`src/rtl/lc3_pkg.sv`:
```
// Shared constants and storage types for the LC-3 register file.
package lc3_pkg;

  localparam int unsigned LC3_DATA_W = 16;
  localparam int unsigned LC3_NREG   = 8;
  localparam int unsigned LC3_IDX_W  = 3;

  typedef logic [LC3_DATA_W-1:0] lc3_word_t;
  typedef lc3_word_t             lc3_regarray_t [LC3_NREG];

endpackage

```
`src/rtl/lc3_regfile_if.sv`:
```
// Register-file bus: write strobe, one-hot load lines, read selects and status outputs.
interface lc3_regfile_if #(
  parameter int unsigned DATA_W = 16
);

  logic              LD_REG;
  logic              R0, R1, R2, R3, R4, R5, R6, R7;
  logic [DATA_W-1:0] BUS;
  logic [2:0]        SR1;
  logic [2:0]        SR2;
  logic [DATA_W-1:0] SR1_OUT;
  logic [DATA_W-1:0] SR2_OUT;
  logic [2:0]        LAST_DR;
  logic              LAST_VALID;
  logic              ONEHOT_ERR;
  logic [7:0]        WR_COUNT;

  modport master (
    output LD_REG, R0, R1, R2, R3, R4, R5, R6, R7, BUS, SR1, SR2,
    input  SR1_OUT, SR2_OUT, LAST_DR, LAST_VALID, ONEHOT_ERR, WR_COUNT
  );

  modport slave (
    input  LD_REG, R0, R1, R2, R3, R4, R5, R6, R7, BUS, SR1, SR2,
    output SR1_OUT, SR2_OUT, LAST_DR, LAST_VALID, ONEHOT_ERR, WR_COUNT
  );

endinterface

```
`src/rtl/onehot_encoder8.sv`:
```
// Combinational one-hot to binary encoder; flags whether exactly one line is set.
module onehot_encoder8 (
  input  logic [7:0] i_lines,
  output logic [2:0] o_index,
  output logic       o_exactly_one
);

  logic [3:0] w_count;

  always_comb begin
    o_index = '0;
    w_count = '0;
    for (int i = 0; i < 8; i++) begin
      if (i_lines[i]) begin
        o_index = 3'(i);
        w_count = w_count + 4'd1;
      end
    end
    o_exactly_one = (w_count == 4'd1);
  end

endmodule

```
`src/rtl/lc3_regfile.sv`:
```
// LC-3 eight-entry register file with one-hot destination load, two async read ports
// and write-tracking status (last destination, accepted-write count, sticky load error).
module lc3_regfile
  import lc3_pkg::*;
#(
  parameter int unsigned DATA_W = LC3_DATA_W,
  parameter int unsigned NREG   = LC3_NREG
) (
  input  logic                 Clk,
  input  logic                 Reset,
  lc3_regfile_if.slave         rf_if
);

  lc3_regarray_t r_regs;
  logic [2:0]    r_last_dr;
  logic          r_last_valid;
  logic          r_onehot_err;
  logic [7:0]    r_wr_count;

  logic [7:0]    w_lines;
  logic [2:0]    w_index;
  logic          w_exactly_one;
  logic          w_accept;
  logic          w_error;

  assign w_lines = {rf_if.R7, rf_if.R6, rf_if.R5, rf_if.R4,
                    rf_if.R3, rf_if.R2, rf_if.R1, rf_if.R0};

  onehot_encoder8 u_enc (
    .i_lines       (w_lines),
    .o_index       (w_index),
    .o_exactly_one (w_exactly_one)
  );

  assign w_accept = rf_if.LD_REG & w_exactly_one;
  assign w_error  = rf_if.LD_REG & ~w_exactly_one;

  always_ff @(posedge Clk or posedge Reset) begin
    if (Reset) begin
      for (int i = 0; i < NREG; i++) begin
        r_regs[i] <= '0;
      end
      r_last_dr    <= '0;
      r_last_valid <= 1'b0;
      r_onehot_err <= 1'b0;
      r_wr_count   <= '0;
    end else begin
      if (w_accept) begin
        r_regs[w_index] <= rf_if.BUS;
        r_last_dr       <= w_index;
        r_last_valid    <= 1'b1;
        r_wr_count      <= r_wr_count + 8'd1;
      end
      // Sticky: only Reset clears it.
      if (w_error) begin
        r_onehot_err <= 1'b1;
      end
    end
  end

  // No bypass: reads always reflect stored contents.
  assign rf_if.SR1_OUT    = r_regs[rf_if.SR1];
  assign rf_if.SR2_OUT    = r_regs[rf_if.SR2];
  assign rf_if.LAST_DR    = r_last_dr;
  assign rf_if.LAST_VALID = r_last_valid;
  assign rf_if.ONEHOT_ERR = r_onehot_err;
  assign rf_if.WR_COUNT   = r_wr_count;

endmodule

```
`src/flat_wrapper.sv`:
```
// flat-port wrapper written by rule: the top's interface ports become plain ports
module lc3_regfile_flat import lc3_pkg::*;
#(
  parameter int unsigned DATA_W = LC3_DATA_W,
  parameter int unsigned NREG   = LC3_NREG
)
  (Clk, Reset, rf_if_LD_REG, rf_if_R0, rf_if_R1, rf_if_R2, rf_if_R3, rf_if_R4, rf_if_R5, rf_if_R6, rf_if_R7, rf_if_BUS, rf_if_SR1, rf_if_SR2, rf_if_SR1_OUT, rf_if_SR2_OUT, rf_if_LAST_DR, rf_if_LAST_VALID, rf_if_ONEHOT_ERR, rf_if_WR_COUNT);
  lc3_regfile_if #(.DATA_W(DATA_W)) rf_if_i ();
  input  logic Clk;
  input  logic Reset;
  input wire logic [$bits(rf_if_i.LD_REG)-1:0] rf_if_LD_REG;
  input wire logic [$bits(rf_if_i.R0)-1:0] rf_if_R0;
  input wire logic [$bits(rf_if_i.R1)-1:0] rf_if_R1;
  input wire logic [$bits(rf_if_i.R2)-1:0] rf_if_R2;
  input wire logic [$bits(rf_if_i.R3)-1:0] rf_if_R3;
  input wire logic [$bits(rf_if_i.R4)-1:0] rf_if_R4;
  input wire logic [$bits(rf_if_i.R5)-1:0] rf_if_R5;
  input wire logic [$bits(rf_if_i.R6)-1:0] rf_if_R6;
  input wire logic [$bits(rf_if_i.R7)-1:0] rf_if_R7;
  input wire logic [$bits(rf_if_i.BUS)-1:0] rf_if_BUS;
  input wire logic [$bits(rf_if_i.SR1)-1:0] rf_if_SR1;
  input wire logic [$bits(rf_if_i.SR2)-1:0] rf_if_SR2;
  output wire logic [$bits(rf_if_i.SR1_OUT)-1:0] rf_if_SR1_OUT;
  output wire logic [$bits(rf_if_i.SR2_OUT)-1:0] rf_if_SR2_OUT;
  output wire logic [$bits(rf_if_i.LAST_DR)-1:0] rf_if_LAST_DR;
  output wire logic [$bits(rf_if_i.LAST_VALID)-1:0] rf_if_LAST_VALID;
  output wire logic [$bits(rf_if_i.ONEHOT_ERR)-1:0] rf_if_ONEHOT_ERR;
  output wire logic [$bits(rf_if_i.WR_COUNT)-1:0] rf_if_WR_COUNT;
  assign rf_if_i.LD_REG = rf_if_LD_REG;
  assign rf_if_i.R0 = rf_if_R0;
  assign rf_if_i.R1 = rf_if_R1;
  assign rf_if_i.R2 = rf_if_R2;
  assign rf_if_i.R3 = rf_if_R3;
  assign rf_if_i.R4 = rf_if_R4;
  assign rf_if_i.R5 = rf_if_R5;
  assign rf_if_i.R6 = rf_if_R6;
  assign rf_if_i.R7 = rf_if_R7;
  assign rf_if_i.BUS = rf_if_BUS;
  assign rf_if_i.SR1 = rf_if_SR1;
  assign rf_if_i.SR2 = rf_if_SR2;
  assign rf_if_SR1_OUT = rf_if_i.SR1_OUT;
  assign rf_if_SR2_OUT = rf_if_i.SR2_OUT;
  assign rf_if_LAST_DR = rf_if_i.LAST_DR;
  assign rf_if_LAST_VALID = rf_if_i.LAST_VALID;
  assign rf_if_ONEHOT_ERR = rf_if_i.ONEHOT_ERR;
  assign rf_if_WR_COUNT = rf_if_i.WR_COUNT;
  lc3_regfile #(.DATA_W(DATA_W), .NREG(NREG)) u_core (.Clk(Clk), .Reset(Reset), .rf_if(rf_if_i));
endmodule
```
`config.mk`:
```
export PLATFORM = sky130hd
export DESIGN_NAME = lc3_regfile_flat
export DESIGN_NICKNAME = d
export VERILOG_FILES = /design/src/rtl/lc3_pkg.sv /design/src/rtl/lc3_regfile_if.sv /design/src/rtl/onehot_encoder8.sv /design/src/rtl/lc3_regfile.sv /design/src/flat_wrapper.sv
export SDC_FILE = /design/constraint.sdc
export NUM_CORES = 1
export LEC_CHECK = 0
export BUFFER_PORTS_ARGS = -buffer_cell sky130_fd_sc_hd__buf_2
export CORE_ASPECT_RATIO = 2
export CORE_MARGIN = 5
export CORE_UTILIZATION = 50
export CTS_BUF_LIST = sky130_fd_sc_hd__clkbuf_4 sky130_fd_sc_hd__clkbuf_8
export CTS_CLUSTER_DIAMETER = 120
export DETAILED_ROUTE_END_ITERATION = 6
export PLACE_DENSITY = 0.69
export REMOVE_ABC_BUFFERS = 1
export SLEW_MARGIN = 20
export SYNTH_ARGS = -nofsm -noshare
export SYNTH_HDL_FRONTEND = slang
export SYNTH_HIERARCHICAL = 1
export SYNTH_SLANG_ARGS = --single-unit
```
`constraint.sdc`:
```
create_clock -name Clk -period 5.3 [get_ports Clk]
set_input_delay 0.265 -clock Clk [delete_from_list [all_inputs] [get_ports Clk]]
set_output_delay 0.265 -clock Clk [all_outputs]
set_load 0.05 [all_outputs]
```
# == Word level (Yosys, flattened, before mapping) ==
# Index checks and enable logic that the tools add are counted.
# totals
ff_bits,141
in_bits,33
output_inout_bits,45
word_cells,56
# op_classes
add_sub_neg,8
n_lt_le_gt_ge,4
n_eq_ne,1
mux,24
n_bitwise,6
n_reduce_logical,1
# ops
op,count
128-bit bitwise mux,1
16-bit binary-select mux with 3-bit select,2
16-bit 2-to-1 mux,5
16-bit demux with 3-bit select,1
4-bit 2-to-1 mux,7
4-bit by 1-bit adder with 4-bit output (second input constant),6
3-bit 2-to-1 mux,6
4-bit >= comparator (second input constant),3
3-bit inverter with 4-bit output,3
8-bit by 1-bit adder with 8-bit output (second input constant),1
4-bit by 1-bit == test with 1-bit output (second input constant),1
4-bit by 1-bit < comparator with 1-bit output (second input constant),1
1-bit by 1-bit adder with 2-bit output (second input constant),1
1-bit bitwise AND,2
1-bit 2-to-1 mux,2
1-bit logical AND,1
1-bit inverter,1

# == Longest topological paths before layout ==
# Gate-level depths: netlist of the first run.
# depth
depth_word,18
depth_mapped,24
mapped_depth_nobuf,22

# == Cells and area by module ==
# Netlist of the first run, hierarchy kept.
# by_module_without_submodules
module,n_inst,cells_each,area_each_um2,seq_area_each_um2
lc3_regfile,1,435,7225.7,3528.4
onehot_encoder8,1,74,580.6,0.0

# == Worst setup path before layout of the first run ==
# No wires, ideal clock.
# synth_path
path_kind,input-to-reg
startpoint,input rf_if_R0
endpoint,register u_core/r_regs[112] (netlist name)
setup_time_ps,125
t_arrival_ps,5304
required_ps,5175
setup_slack_ps,-129
path_stages,23
path_buffers,2
cell_sequence,inv_1 ha_1 xnor2_2 inv_1 ha_1 nand2_1 o31ai_1 ha_1 mux2_2 ha_1 mux2_2 ha_1 inv_1 a21oi_1 ha_1 nor4_1 o21ai_0 a211oi_1 nand2_2 or4_1 buf_2 buf_6 mux2_4
# synth_via
elab_chain_cells,17
# synth_rtl
item,line,source
start: declaration,flat_wrapper.sv:12,input wire logic [$bits(rf_if_i.R0)-1:0] rf_if_R0;
1-bit 2-to-1 mux *,onehot_encoder8.sv:14,if (i_lines[i]) begin
1-bit by 1-bit adder with 2-bit output,onehot_encoder8.sv:16,w_count = w_count + 4'd1;
4-bit 2-to-1 mux *,onehot_encoder8.sv:14,
4-bit by 1-bit adder with 4-bit output,onehot_encoder8.sv:16,
4-bit 2-to-1 mux *,onehot_encoder8.sv:14,
4-bit by 1-bit adder with 4-bit output,onehot_encoder8.sv:16,
4-bit 2-to-1 mux *,onehot_encoder8.sv:14,
4-bit by 1-bit adder with 4-bit output,onehot_encoder8.sv:16,
[... 2 more ...],--,
4-bit 2-to-1 mux *,onehot_encoder8.sv:14,
4-bit by 1-bit adder with 4-bit output,onehot_encoder8.sv:16,
4-bit 2-to-1 mux *,onehot_encoder8.sv:14,
4-bit by 1-bit adder with 4-bit output,onehot_encoder8.sv:16,
4-bit 2-to-1 mux *,onehot_encoder8.sv:14,
4-bit by 1-bit == test with 1-bit output *,onehot_encoder8.sv:19,o_exactly_one = (w_count == 4'd1);
net u_core.w_exactly_one,lc3_regfile.sv:22,logic w_exactly_one;
1-bit bitwise AND *,lc3_regfile.sv:35,assign w_accept = rf_if.LD_REG & w_exactly_one;
end signal: indexed assignment,lc3_regfile.sv:49,r_regs[w_index] <= rf_if.BUS;
end: declaration,lc3_regfile.sv:14,lc3_regarray_t r_regs;
# The timed path passes the listed nets; every way through them passes the cells marked *.
# A chain may end at the register's enable or synchronous reset.

# == Final worst setup path of the first run ==
# layout_path
startpoint,input rf_if_R0
endpoint,register u_core/r_regs[119] (netlist name)
# Same word-level chain as after synthesis.

==> summary.txt, run 1 <==
Outcome
  • Status: complete, no violations

Timing
  • RSZ-0062 raised after global routing: false
  • Slew HR: 32.9%
  • Min Tclk post-route: 4.99 ns
  • Final Max Slew Viols: 0
  • Final setup viols: 0
  • Hold Fails Final Rpt: 0
  • F_max: 0.200 GHz
  • Hold Slack: 0.0257 ns
  • TNS Setup: 0 ns
  • Slew @ Worst Pin: 1.01 ns
  • Post-Route Skew: 0.00481 ns
  • Period utilization: 94.2%

Global routing
  • Final global-route overflow total: 0
  • Vias in the first global route: 5482
  • Busiest grt layer: met2
  • Tot GR Track Use: 20.2%
  • Initial antenna violation count: 0
  • Met2 usage in global routing: 37.1%
  • M3 GR Usage: 4.15%
  • Met1 Resource Use GR: 22.3%
  • Largest net degree at the start of global routing: 100
  • First-pass GRT wire length: 29.0 mm

Floorplan
  • Die ar.: 18400 µm²
  • CORE AREA: 15300 µm²
  • Top Ports: 78
  • Die width: 98.4 µm
  • Initial core utilization: 51.0%
  • Die Ht: 187 µm
  • Cell Rows: 64

Setup path
  • Crit end category: flip-flop
  • WP buf/inv: 5
  • Critical Path AT: 5.30 ns
  • Delay-heaviest family, CP: adder cells
  • Top cell by count, worst path: ha_1
  • Critical path type: in -> reg
  • Worst path cell trace: buf_2, inv_1, ha_1, xnor2_2, inv_1, ha_1, nand2_1, o31ai_1, ha_1, mux2_2, ha_1, mux2_2, ha_1, inv_1, a21oi_1, ha_1, nor4_1, o21ai_0, a211oi_1, nand2_2, or4_1, buf_12, mux2_4
  • Type of origin of the critical path: input port
  • Slowest-stage cell, CP: or4_1
  • Slowest stage delay, CP: 0.49 ns
  • WP data required: 5.61 ns
  • CP Max Fanout: 16

Clocking
  • Hold Buf Count CTS: 0
  • Post-CTS Resized: 0
  • H-tree levels: 4
  • CTS tree: done
  • Clock insertion delay at the later pin of the skew report: 0.43 ns
  • Root buf cell: clkbuf_8
  • Post-CTS setup buffers: 0
  • CTS Buf Count: 17
  • Longest Clk Path Bufs: 2
  • Sink Count: 141
  • Reg clk slew, reported paths: 0.07 ns

Finish
  • Multi-input logic area: 4070 µm²
  • Register area: 3530 µm²
  • Area Growth Syn to Fin: 14.0%
  • Layout Nets: 631
  • Commonest non-fill, non-tap cell in the layout: mux2_2
  • Post-route cell area: 8900 µm²
  • Share of cells above drive strength 1: 61.2%
  • Fill cells: 1296
  • Commonest non-fill, non-tap cells in the layout: 155 x mux2_2, 141 x dfrtp_1, 77 x buf_2, 64 x mux4_2, 22 x clkbuf_8
  • Post-route insts no fill: 801
  • ANT cells: 0

Drt
  • DRC Markers: 0
  • First drt pass iteration count: 4
  • Via/cell ratio: 6.03
  • Routed WL per cell: 22.2 µm
  • WL final: 17.8 mm
  • DRT iter0 DRCs: 217
  • Post-route ant nets: 0
  • Via count: 4827

Yosys
  • Netlist cell types: 44
  • Main synth FF type: dfrtp_1
  • Yosys warnings: 6
  • Post-synthesis register bit count: 141
  • Seq/Total Area, Yosys: 45.2%
  • FFs w/ async S/R, synth: 100%
  • Mean Syn Cell Area: 15.3 µm²
  • Post-synth EDFFs: 0
  • Synthesized area: 7810 µm²
  • Syn Inst Count: 509

Power
  • Max rail drop VDD: 0.000273 V
  • Pleak: 4.11 nW
  • Power per cell area: 445 nW/µm²
  • Power Total: 3.96 mW

Placement
  • Hpwl dp: 11.8 mm
  • Placed Cells incl. Taps: 769
  • IO Port Bufs: 77
  • Cell Area, Placed: 8460 µm²
  • Routability cong.: 0.792

Job
  • Max cap viols: 0

Min path
  • Worst min path class: in -> async
## power breakdown
| part | internal [mW] | leakage (nW) | total [mW] | switching (mW) |
|---|---|---|---|---|
| Sequential | 1.38 | 1.86 | 1.62 | 0.239 |
| Combinational | 0.665 | 2.03 | 1.41 | 0.746 |
| Clock | 0.534 | 0.222 | 0.931 | 0.396 |
## synth_stat cells, types with 4 or more instances
library cell	count	area, µm²
xor2_1	4	35.0
nand3_1	5	25.0
nor2_1	11	41.3
clkbuf_1	8	30.0
nand2b_1	4	25.0
inv_1	9	33.8
mux4_2	64	1440
dfrtp_1	141	3530
nand2_1	13	48.8
mux2_4	10	150
xnor2_1	9	78.8
nand4_1	4	25.0
mux2_2	155	1750
nor3_2	4	40.0
ha_1	8	100
buf_2	19	95.1
## metal layers
layer,vias to the layer above,routed length (µm)
met4,0,449
met3,29,701
met5,-,0
met2,110,10000
met1,2583,6610
li1,2105,-
## stage by stage
stage / util, % / setup slack [ns]
after floorplan: - / -0.272
after global placement: 55.3 / 0.0405
after detailed placement: 55.3 / -0.102
after CTS: 58.2 / 0.359
after global routing: 58.2 / 0.124
final: 58.2 / 0.308
## worst paths after layout
check | slack (ns) | start | depth (start not counted) | to
max reg2reg | 4.18 | u_core/rf_if.WR_COUNT[0]$_DFFE_PP0P_ | 2 | u_core/rf_if.WR_COUNT[1]$_DFFE_PP0P_
min | 0.03 | Reset | 2 | u_core/r_regs[14]$_DFFE_PP0P_
max in group asynchronous | 4.17 | Reset | 3 | u_core/r_regs[20]$_DFFE_PP0P_
max | 0.31 | rf_if_R0 | 23 | u_core/r_regs[119]$_DFFE_PP0P_
min in group Clk | 0.15 | rf_if_LD_REG | 2 | u_core/rf_if.ONEHOT_ERR$_DFFE_PP0P_
min reg2reg | 0.47 | u_core/rf_if.WR_COUNT[7]$_DFFE_PP0P_ | 1 | u_core/rf_if.WR_COUNT[7]$_DFFE_PP0P_
## state kept, by name, summed over array words and instances (netlist names)
signal and count:
u_core/r_regs 128, u_core/rf_if.LAST_DR 3, u_core/rf_if.ONEHOT_ERR 1, u_core/rf_if.LAST_VALID 1, u_core/rf_if.WR_COUNT 8
## layout make-up
type | count | share of cell area (%)
Timing Repair Buffer | 95 | 6.41
Clock inverter | 9 | 1.49
Clock buffer | 23 | 3.49
Tap cell | 198 | 2.78
Multi-Input combinational cell | 326 | 45.7
Sequential cell | 141 | 39.7
Inverter | 9 | 0.436
## kinds of logic after synthesis
logic type | synth area share, %
xor+xnor | 2.84
fa+ha+maj | 1.28
mux | 42.7
flops | 45.2
compound gates | 1.31
buf+inv | 2.66
simple gates | 3.96
No activity file was read; power rests on OpenSTA's default activity.
==> run 2, diff against run 1 <==
--- a/config.mk
+++ b/config.mk
@@ -10,7 +10,7 @@
 export CORE_MARGIN = 5
 export CORE_UTILIZATION = 50
 export CTS_BUF_LIST = sky130_fd_sc_hd__clkbuf_4 sky130_fd_sc_hd__clkbuf_8
-export CTS_CLUSTER_DIAMETER = 120
+export CTS_CLUSTER_DIAMETER = 50
 export DETAILED_ROUTE_END_ITERATION = 6
 export PLACE_DENSITY = 0.69
 export REMOVE_ABC_BUFFERS = 1
==> constraint.sdc (replaced) <==
create_clock -name Clk -period 5.47 [get_ports Clk]
set_input_delay 0.2735 -clock Clk [delete_from_list [all_inputs] [get_ports Clk]]
set_output_delay 0.2735 -clock Clk [all_outputs]
set_load 0.05 [all_outputs]
==> run 2 against run 1 <==
Net effect:
- the run now ends with hold timing left
- sequential power is 4% lower
- utilization down 0.28 points
- worst hold slack worse by 0.047 ns
- total power decreased by 4.3%
- routed wire length is 2.0% lower
- die area unchanged
- critical path depth unchanged
- clock power shrank 7.0%
- first-iteration DRC count rose by 3.7%
- register-to-register slack gained 0.18 ns
- non-clock buffer count decreased by 4
- via count up 0.31%
- largest cell class unchanged
- highest routed layer unchanged
==> summary.txt, run 2 (same netlist as run 1, synthesis figures left out) <==
Clocking
  • Hold Buf Count CTS: 0 (unchanged)
  • Reg clk slew, reported paths: 0.07 ns (about the same)
  • H-tree levels: 4 (unchanged)
  • Sink Count: 141 (unchanged)
  • CTS tree: done
  • Post-CTS setup buffers: 0 (unchanged)
  • CTS Buf Count: 17 (unchanged)
  • Root buf cell: clkbuf_8
  • Longest Clk Path Bufs: 2 (unchanged)
  • Clock insertion delay at the later pin of the skew report: 0.44 ns (about the same)
  • Post-CTS Resized: 0 (unchanged)

Floorplan
  • Cell Rows: 64 (unchanged)
  • Die Ht: 187 µm (unchanged)
  • Initial core utilization: 51.0% (unchanged)
  • Die width: 98.4 µm (unchanged)
  • Die ar.: 18400 µm² (unchanged)
  • Top Ports: 78 (unchanged)
  • CORE AREA: 15300 µm² (unchanged)

Drt
  • WL final: 17.4 mm (-2.0%)
  • Via/cell ratio: 6.08 (+0.81%)
  • DRC Markers: 0 (unchanged)
  • DRT iter0 DRCs: 225 (+3.7%)
  • First drt pass iteration count: 4 (unchanged)
  • Post-route ant nets: 0 (unchanged)
  • Routed WL per cell: 21.9 µm (-1.5%)
  • Via count: 4842 (+0.31%)

Power
  • Sw frac: 35.0% (+0.16 points)
  • Clock share of power: 22.9% (-0.6 points)
  • Comb pwr share: 36.0% (+0.4 points)
  • Pint: 2.46 mW (-4.6%)
  • Max rail drop VDD: 0.000312 V (+14%)
  • Pleak: 4.08 nW (-0.83%)
  • NetSw: 1.33 mW (-3.9%)
  • Power Total: 3.79 mW (-4.3%)
  • Power per cell area: 428 nW/µm² (-3.9%)
  • Sequential share of power: 41.1% (+0.2 points)

Placement
  • Hpwl dp: 11.6 mm (-1.4%)
  • IO Port Bufs: 77 (unchanged)
  • Routability cong.: 0.784 (-1.0%)

Timing
  • Post-Route Skew: 0.00968 ns (+0.00488 ns)
  • Hold Slack: -0.0210 ns (-0.0467 ns)
  • Slew @ Worst Pin: 0.963 ns (-0.0440 ns)
  • Final setup viols: 0 (unchanged)
  • Hold Fails Final Rpt: 8 (+8)
  • F_max: 0.195 GHz
  • Period utilization: 93.6%
  • Slew HR: 35.8% (+2.9 points)
  • RSZ-0062 raised after global routing: false
  • Final Max Slew Viols: 0 (unchanged)
  • Min Tclk post-route: 5.12 ns

Min path
  • Worst min path class: in -> async

Global routing
  • Vias in the first global route: 5395 (-1.6%)
  • Tot GR Track Use: 20.3% (+0.18 points)
  • Largest net degree at the start of global routing: 92 (-8.0%)
  • Final global-route overflow total: 0 (unchanged)
  • First-pass GRT wire length: 29.2 mm (+0.79%)
  • Initial antenna violation count: 0 (unchanged)

Finish
  • Layout Nets: 627 (-0.63%)
  • Fill cells: 1253 (-3.3%)
  • Top reg by flops: u_core/r_regs
  • Commonest non-fill, non-tap cells in the layout: 155 x mux2_2, 141 x dfrtp_1, 77 x buf_2, 64 x mux4_2, 19 x clkbuf_8
  • ANT cells: 0 (unchanged)
  • Max FFs per register: 128 (unchanged)
  • Share of cells above drive strength 1: 60.9% (-0.26 points)
  • Commonest non-fill, non-tap cell in the layout: mux2_2
  • Area Growth Syn to Fin: 13.4%

Setup path
  • WP data required: 5.79 ns (+0.18 ns)
  • Delay-heaviest family, CP: adder cells
  • Crit end category: flip-flop
  • CP Max Fanout: 16 (unchanged)
  • Critical Path AT: 5.43 ns (+0.13 ns)
  • Critical path type: in -> reg
  • Worst path cell trace: buf_2, inv_1, ha_1, xnor2_2, inv_1, ha_1, nand2_1, o31ai_1, ha_1, mux2_2, ha_1, mux2_2, ha_1, inv_1, a21oi_1, ha_1, nor4_1, o21ai_0, a211oi_1, nand2_2, or4_1, buf_4, mux2_4
  • Top cell by count, worst path: ha_1
  • Slowest-stage cell, CP: or4_1
  • Type of origin of the critical path: input port
  • Slowest stage delay, CP: 0.44 ns (-0.05 ns)
  • WP buf/inv: 5 (unchanged)

Job
  • Max cap viols: 0 (unchanged)

Outcome
  • Failing checks: hold timing
  • Status: finished with violations
==> run 2: changes by cell type in the layout (fill, tap and decap cells not counted), sizes merged <==
| cell | before | now |
|---|---|---|
| clkinvlp | 2 | 3 |
| clkinv | 4 | 5 |
| clkbuf | 23 | 21 |
| buf | 95 | 91 |
==> run 2: worst paths after layout <==
path | endpoint | cells after the start | from | slack (ns)
setup / recovery | u_core/r_regs[115]$_DFFE_PP0P_ | 23 | rf_if_R1 | 0.35
hold / removal | u_core/r_regs[110]$_DFFE_PP0P_ | 2 | Reset | -0.02
setup reg to reg | u_core/rf_if.WR_COUNT[1]$_DFFE_PP0P_ | 2 | u_core/rf_if.WR_COUNT[0]$_DFFE_PP0P_ | 4.36
hold reg to reg | u_core/rf_if.ONEHOT_ERR$_DFFE_PP0P_ | 1 | u_core/rf_if.ONEHOT_ERR$_DFFE_PP0P_ | 0.47
max in group asynchronous | u_core/rf_if.WR_COUNT[7]$_DFFE_PP0P_ | 3 | Reset | 4.30
min in group Clk | u_core/rf_if.ONEHOT_ERR$_DFFE_PP0P_ | 2 | rf_if_LD_REG | 0.14
==> run 2: final cells by class <==
class                           count  area [µm²]  share of cell area [%]
Sequential cell                   141        3530                    39.8
Timing Repair Buffer               91         553                    6.24
Inverter                            9        38.8                   0.438
Clock buffer                       21         277                    3.12
Clock inverter                     11         141                    1.60
Tap cell                          198         248                    2.80
Multi-Input combinational cell    326        4070                    46.0
==> run 2: power groups by stage <==
stage          logic [mW]  registers [mW]  clock network (mW)
4_1_cts              1.38            1.56               0.886
5_1_grt              1.47            1.60               0.927
6_report             1.36            1.56               0.866
3_3_place_gp         1.34            1.56                   0
2_1_floorplan        1.01            1.59                   0
3_5_place_dp         1.38            1.58                   0
==> run 2: stage by stage <==
| stage | setup TNS (ns) | worst slack, ns | utilization, % | area [µm²] | cells |
|---|---|---|---|---|---|
| 2_1_floorplan | -9.71 | -0.111 | - | 7630 | 476 |
| 3_3_place_gp | 0 | 0.0815 | 55.2 | 8440 | 765 |
| 3_5_place_dp | -1.54 | -0.111 | 55.2 | 8440 | 765 |
| 4_1_cts | 0 | 0.356 | 57.9 | 8860 | 797 |
| 5_1_grt | 0 | 0.0329 | 57.9 | 8860 | 797 |
| 6_report | 0 | 0.352 | 57.9 | 8860 | 797 |
==> run 2: routing by layer <==
layer  share of wire (%)  wire [µm]  GRT usage, %  vias up
li1                    -          -             -     2103
met1                  36       6340          23.5     2598
met2                  58      10000          37.3      117
met3                 4.1        714          3.74       24
met4                 2.0        347          6.89        0
met5                   0          0             0        -
==> run 2: worst register-to-register path, stage by stage, from the launching register on <==
cell and delay [ns]:
dfrtp_1 0.45, ha_1 0.31, mux2_2 0.25
